File: src/rtl/ub_affine_loop_ctrl_if.sv
// ub_affine_loop_ctrl_if
// Control/status bundle between a unified-buffer port sequencer and its
// environment.
//   flush     : synchronous clear, abandons any pass in progress
//   start     : one-cycle pulse that begins a loop-nest pass
//   stall     : downstream hold (exists only when UB_CTRL_STALL_EN is defined)
//   en        : port enable, wired to the buffer's wen or ren
//   ctrl_vars : iteration vector, [0]=d0 (outer), [1]=d1, [2]=d2 (inner)
//   busy      : high from start acceptance through the last issue
//   done      : one-cycle pulse after the last issue
// Modports: master = environment driving start/flush, slave = the sequencer.
interface ub_affine_loop_ctrl_if;
  logic              flush;
  logic              start;
`ifdef UB_CTRL_STALL_EN
  logic              stall;
`endif
  logic              en;
  logic [2:0][15:0]  ctrl_vars;
  logic              busy;
  logic              done;

  modport master (
`ifdef UB_CTRL_STALL_EN
    output stall,
`endif
    output flush, start,
    input  en, ctrl_vars, busy, done
  );

  modport slave (
`ifdef UB_CTRL_STALL_EN
    input  stall,
`endif
    input  flush, start,
    output en, ctrl_vars, busy, done
  );
endinterface

File: src/rtl/ub_affine_loop_ctrl.sv
// ub_affine_loop_ctrl
// Sequencer for one unified-buffer port. Walks a 3-deep affine loop nest
// (d0 outer, d1 middle, d2 inner), issuing one enable per iteration every II
// cycles after an optional START_DELAY idle window.
// Ports:
//   clk  : clock, all state on the rising edge
//   rst  : asynchronous active-high reset
//   bus  : ub_affine_loop_ctrl_if.slave (flush, start, [stall], en,
//          ctrl_vars, busy, done)
// Optional feature: define UB_CTRL_STALL_EN to add the stall input. While
// stall is high in DELAY/RUN the whole sequencer freezes and en is gated low.
//
// state | meaning
// IDLE  | waiting for start; done pulses here for one cycle after a pass
// DELAY | counting START_DELAY cycles before the first issue
// RUN   | issuing iterations, one every II cycles
module ub_affine_loop_ctrl #(
  parameter int EXT0        = 1,
  parameter int EXT1        = 62,
  parameter int EXT2        = 62,
  parameter int II          = 1,
  parameter int START_DELAY = 0
) (
  input logic                 clk,
  input logic                 rst,
  ub_affine_loop_ctrl_if.slave bus
);

  typedef enum logic [1:0] {IDLE, DELAY, RUN} state_t;

  localparam logic [15:0] L0     = 16'(EXT0 - 1);
  localparam logic [15:0] L1     = 16'(EXT1 - 1);
  localparam logic [15:0] L2     = 16'(EXT2 - 1);
  localparam logic [15:0] II_LD  = 16'(II - 1);
  localparam logic [15:0] DLY_LD = 16'((START_DELAY > 0) ? START_DELAY - 1 : 0);

  state_t      state;
  logic [15:0] dly_cnt;
  logic [15:0] ii_cnt;
  logic [15:0] d0, d1, d2;
  logic        en_q, busy_q, done_q;
  logic        is_last;
  logic        hold;

  // In RUN the vector only reaches the final tuple during its own issue
  // cycle, because the pass ends on the very next edge.
  assign is_last = (d0 == L0) && (d1 == L1) && (d2 == L2);

`ifdef UB_CTRL_STALL_EN
  assign hold   = bus.stall && (state != IDLE);
  assign bus.en = en_q & ~bus.stall;
`else
  assign hold   = 1'b0;
  assign bus.en = en_q;
`endif

  assign bus.ctrl_vars = {d2, d1, d0};
  assign bus.busy      = busy_q;
  assign bus.done      = done_q;

  always_ff @(posedge clk or posedge rst) begin
    if (rst) begin
      state   <= IDLE;
      dly_cnt <= '0;
      ii_cnt  <= '0;
      d0      <= '0;
      d1      <= '0;
      d2      <= '0;
      en_q    <= 1'b0;
      busy_q  <= 1'b0;
      done_q  <= 1'b0;
    end else if (bus.flush) begin
      state   <= IDLE;
      dly_cnt <= '0;
      ii_cnt  <= '0;
      d0      <= '0;
      d1      <= '0;
      d2      <= '0;
      en_q    <= 1'b0;
      busy_q  <= 1'b0;
      done_q  <= 1'b0;
    end else if (!hold) begin
      done_q <= 1'b0;
      case (state)
        IDLE: begin
          if (bus.start) begin
            busy_q <= 1'b1;
            if (START_DELAY > 0) begin
              state   <= DELAY;
              dly_cnt <= DLY_LD;
            end else begin
              // first iteration (0,0,0) issues on the acceptance edge
              state  <= RUN;
              en_q   <= 1'b1;
              ii_cnt <= II_LD;
            end
          end
        end
        DELAY: begin
          if (dly_cnt == '0) begin
            state  <= RUN;
            en_q   <= 1'b1;
            ii_cnt <= II_LD;
          end else begin
            dly_cnt <= dly_cnt - 16'd1;
          end
        end
        RUN: begin
          if (is_last) begin
            state  <= IDLE;
            en_q   <= 1'b0;
            busy_q <= 1'b0;
            done_q <= 1'b1;
            ii_cnt <= '0;
            d0     <= '0;
            d1     <= '0;
            d2     <= '0;
          end else if (ii_cnt == '0) begin
            en_q   <= 1'b1;
            ii_cnt <= II_LD;
            if (d2 == L2) begin
              d2 <= '0;
              if (d1 == L1) begin
                d1 <= '0;
                d0 <= d0 + 16'd1;
              end else begin
                d1 <= d1 + 16'd1;
              end
            end else begin
              d2 <= d2 + 16'd1;
            end
          end else begin
            en_q   <= 1'b0;
            ii_cnt <= ii_cnt - 16'd1;
          end
        end
        default: state <= IDLE;
      endcase
    end
  end

endmodule
File: src/flat_wrapper.sv
// flat-port wrapper written by rule: the top's interface ports become plain ports
module ub_affine_loop_ctrl_flat 
#(
  parameter int EXT0        = 1,
  parameter int EXT1        = 62,
  parameter int EXT2        = 62,
  parameter int II          = 1,
  parameter int START_DELAY = 0
)
  (clk, rst, bus_flush, bus_start, bus_en, bus_ctrl_vars, bus_busy, bus_done);
  ub_affine_loop_ctrl_if bus_i ();
  input logic clk;
  input logic rst;
  input wire logic [$bits(bus_i.flush)-1:0] bus_flush;
  input wire logic [$bits(bus_i.start)-1:0] bus_start;
  output wire logic [$bits(bus_i.en)-1:0] bus_en;
  output wire logic [$bits(bus_i.ctrl_vars)-1:0] bus_ctrl_vars;
  output wire logic [$bits(bus_i.busy)-1:0] bus_busy;
  output wire logic [$bits(bus_i.done)-1:0] bus_done;
  assign bus_i.flush = bus_flush;
  assign bus_i.start = bus_start;
  assign bus_en = bus_i.en;
  assign bus_ctrl_vars = bus_i.ctrl_vars;
  assign bus_busy = bus_i.busy;
  assign bus_done = bus_i.done;
  ub_affine_loop_ctrl #(.EXT0(EXT0), .EXT1(EXT1), .EXT2(EXT2), .II(II), .START_DELAY(START_DELAY)) u_core (.clk(clk), .rst(rst), .bus(bus_i));
endmodule
File: config.mk
export PLATFORM = sky130hd
export DESIGN_NAME = ub_affine_loop_ctrl_flat
export DESIGN_NICKNAME = d
export VERILOG_FILES = /design/src/rtl/ub_affine_loop_ctrl_if.sv /design/src/rtl/ub_affine_loop_ctrl.sv /design/src/flat_wrapper.sv
export SDC_FILE = /design/constraint.sdc
export NUM_CORES = 1
export LEC_CHECK = 0
export BUFFER_PORTS_ARGS = -buffer_cell sky130_fd_sc_hd__clkbuf_2
export CORE_MARGIN = 3
export CORE_UTILIZATION = 52
export DETAILED_ROUTE_END_ITERATION = 8
export GPL_TIMING_DRIVEN = 0
export PLACE_DENSITY_LB_ADDON = 0.12
export SLEW_MARGIN = 25
export SYNTH_ARGS = -nofsm -noshare
export SYNTH_HDL_FRONTEND = slang
export SYNTH_SLANG_ARGS = --single-unit
File: constraint.sdc
create_clock -name clk -period 2.28 [get_ports clk]
set_input_delay 0 -clock clk [delete_from_list [all_inputs] [get_ports clk]]
set_output_delay 0 -clock clk [all_outputs]
set_load 0.1 [all_outputs]
==> reports/results.ini <==
[flow_run]
cap_violations = 0

[cts]
cts-root-buf = clkbuf_8
clock_latency_ns = 0.36
cts_buffer_depth = 2
clock_sinks = 67
cts_tree = built
clk_pin_slew_ns = 0.08
h-tree-depth = 3
numCtsBuffers = 9

[placement]
dp_hpwl_um = 6323
port_buffers = 53
place_area_um2 = 4315
routabilityCongestion = 0.8238
dp_cells = 569

[worst_setup_path]
path_delay_family = simple AND/OR/NAND/NOR gates
start_kind = flip-flop
critical_path_class = flip-flop to flip-flop
worstSetupEndpointType = flip-flop
cp_data_arrival_time_ns = 2.51
critPathMaxStageDelay_ns = 0.41
critPathRequiredTime_ns = 2.51
path_cells = inv_2 > ha_4 > nor4b_4 > nand4_4 > o32ai_4 > or2_1 > buf_6 > buf_8 > buf_12 > o22ai_2
path_max_fanout = 8
cp_num_buf_inv = 4
slowest_stage = dfrtp_2

[synthesis]
synth_top_family_by_area = simple AND/OR/NAND/NOR gates
synth_compound_area_frac = 0.1597
syn_nets = 430
synth_top_cell_by_area = dfrtp_1
ys_types = 51
yosysWarnings = 0
yosys-top-cells-area = dfrtp_1 (45%), o21ai_0 (5.9%), nand3_1 (5.5%), nor2_1 (4.2%), nand2_1 (3.9%)
ys_seq_area_frac = 0.4488
synth_top_cells_by_count = dfrtp_1 (67), o21ai_0 (44), nor2_1 (42)
synth_most_common_cell = dfrtp_1
synthMuxAreaShare = 0.003014
ys_dominant_reg_cell = dfrtp_1
synth_edf_count = 0
syn_area_um2 = 3736
synth_xor_area_frac = 0.03516
syn_avg_cell_area_um2 = 8.917
netlist.area_leader.share = 0.4488
synthArstFlopShare = 1.000
synthSimpleGateAreaFrac = 0.2994
synth_fa_ha_area_frac = 0.02344
synthCells = 419
ys_ff_latch = 67

[timing]
finalSetupViolCount = 4
grt_setup_unrepaired = true
fin_worst_skew_ns = 0.01250
fmax_ghz = 0.4368
fin_tns_setup_ns = -0.02342
min_period_ns = 2.289
min_period_over_period = 1.004
finalHoldViolCount = 0
relSlewSlack = 0.5812
slew_viol_final = 0
finalWorstSetupSlack_ns = -0.009166
worst_pin_slew_ns = 0.6247

[layout]
design_area_um2 = 4920
multi_input_area_um2 = 2216
nets = 520
drive_gt1_frac = 0.3852
register_area_um2 = 1737
nFillCells = 506
fin_cells = 610
syn_to_final_growth_pct = 31.68
antenna_cells = 0

[power]
ir_worst_vdd_uv = 923.1
clkPwrFrac = 0.207
power_switching_uw = 2028
intPower_uw = 2801
leakage_uw = 0.002163
swShare = 0.4200
comb_power_share = 0.475
power.density_nw_per_um2 = 981.6
seqPwrFrac = 0.318

[die]
initial_core_util = 0.5439
rows = 30
die_w_um = 90.77
core_area_um2 = 6869
dieArea_um2 = 8238
die_height_um = 90.77
top_level_ports = 55

[drt]
antenna_left = 0
wirelength_um = 9766
routed_via_density = 5.980
drc = 0
drt_iter0_markers = 263
dr.pass1.iters = 4
vias = 3648
wire_per_inst_um = 16.01

[global_route]
grt_max_degree = 52
gr-total-overflow = 0
grt_pass1_wl_um = 16500
antenna_found_initial = 0
grt_pass1_vias = 3349
grt_use_total = 0.2439

[status]
status = finished with violations
violations = setup timing

[hold_path]
hold_path.class = input port to asynchronous set/reset pin

final cells by class:
type | instances | area share
buffer | 15 | 0.02365
clock buffer | 9 | 0.02518
clock inverter | 7 | 0.01399
inverter | 12 | 0.009664
multi-input combinational | 326 | 0.4504
sequential | 67 | 0.3530
tap | 96 | 0.02442
timing repair buffer | 78 | 0.09969
flip-flops by register name, indices dropped and copies added (netlist names):
| signal | flops |
|---|---|
| u_core.ii_cnt | 16 |
| u_core.bus.done | 1 |
| u_core.d1 | 16 |
| u_core.bus.en | 1 |
| u_core.bus.busy | 1 |
| u_core.d2 | 16 |
| u_core.d0 | 16 |
through the flow:
stage	util	hold WS [ns]	total power, uW	worst slack, ns
detailed placement	0.6282	-0.05550	3182	-0.3037
global route	0.7162	0.1462	5133	-0.1336
global placement	0.6239	0.3215	3145	-0.4770
CTS	0.6785	0.08966	4405	0.009222
floorplan	-	0.1712	2853	-0.1602
finish	0.7162	0.1249	4829	-0.009166
tightest hold or removal path, delay by kind of cell:
kind / cells / cell delay [ns]
buf+inv: 3 / 0.85
final timing paths:
kind | startpoint | end | slack (ns) | cells after the start
max in group asynchronous | rst | u_core.d2[6] | 1.61 | 4
min | rst | u_core.d1[4] | 0.12 | 3
max reg2reg | u_core.d1[1] | u_core.ii_cnt[1] | -0.009 | 10
min reg2reg | u_core.d0[15] | u_core.d0[15] | 0.50 | 1
min in group clk | bus_flush | u_core.d2[0] | 0.15 | 2
max | u_core.d1[1] | u_core.ii_cnt[1] | -0.009 | 10
per-layer routing:
layer / GRT usage / part of all wire / vias up
met5: 0 / 0 / -
met4: 0.09439 / 0.017 / 0
met1: 0.3438 / 0.46 / 1763
li1: - / - / 1741
met3: 0.04667 / 0.048 / 18
met2: 0.3718 / 0.47 / 126
kinds of logic after synthesis:
| kind of cell | after synthesis |
|---|---|
| muxes | 1 |
| and+or+nand+nor | 208 |
| buffers and inverters | 27 |
| xor gates and xnor gates | 15 |
| DFF | 67 |
| AOI/OAI and AO/OA | 94 |
| adders and majority gates | 7 |
cells in the final DEF (no fill, tap or decap), types with 4 or more instances in the layout:
cell,count
a21o_1,6
o21ai_0,22
a21oi_2,4
xor2_1,14
or3_1,5
o21ai_1,23
nand4_1,16
clkbuf_8,10
buf_4,23
o31ai_1,7
a31oi_1,6
dfrtp_1,19
nor2_1,41
ha_1,5
or4_1,7
and3_1,13
a21oi_1,4
clkbuf_2,55
nor4_1,5
nand2_1,37
nand3_1,41
dfrtp_2,48
nor3_2,6
inv_1,9
nor3_1,6
repair_timing:
item | CTS | global route
pin swaps | 7 | 9
endpoints found under the setup margin | 61 | 58
hold buffers | 2 | 0
buffers inserted | 7 | 14
gates cloned | 1 | 1
gates resized for setup | 12 | 35
hold endpoints to repair | 69 | 0
power groups by stage:
stage	Sequential, uW	Combinational (uW)	Clock (uW)
finish	1530	2300	1000
CTS	1510	1880	1020
global placement	1520	1630	0
floorplan	1650	1210	0
global route	1560	2500	1080
detailed placement	1520	1660	0
No activity file was read; power rests on OpenSTA's default activity.
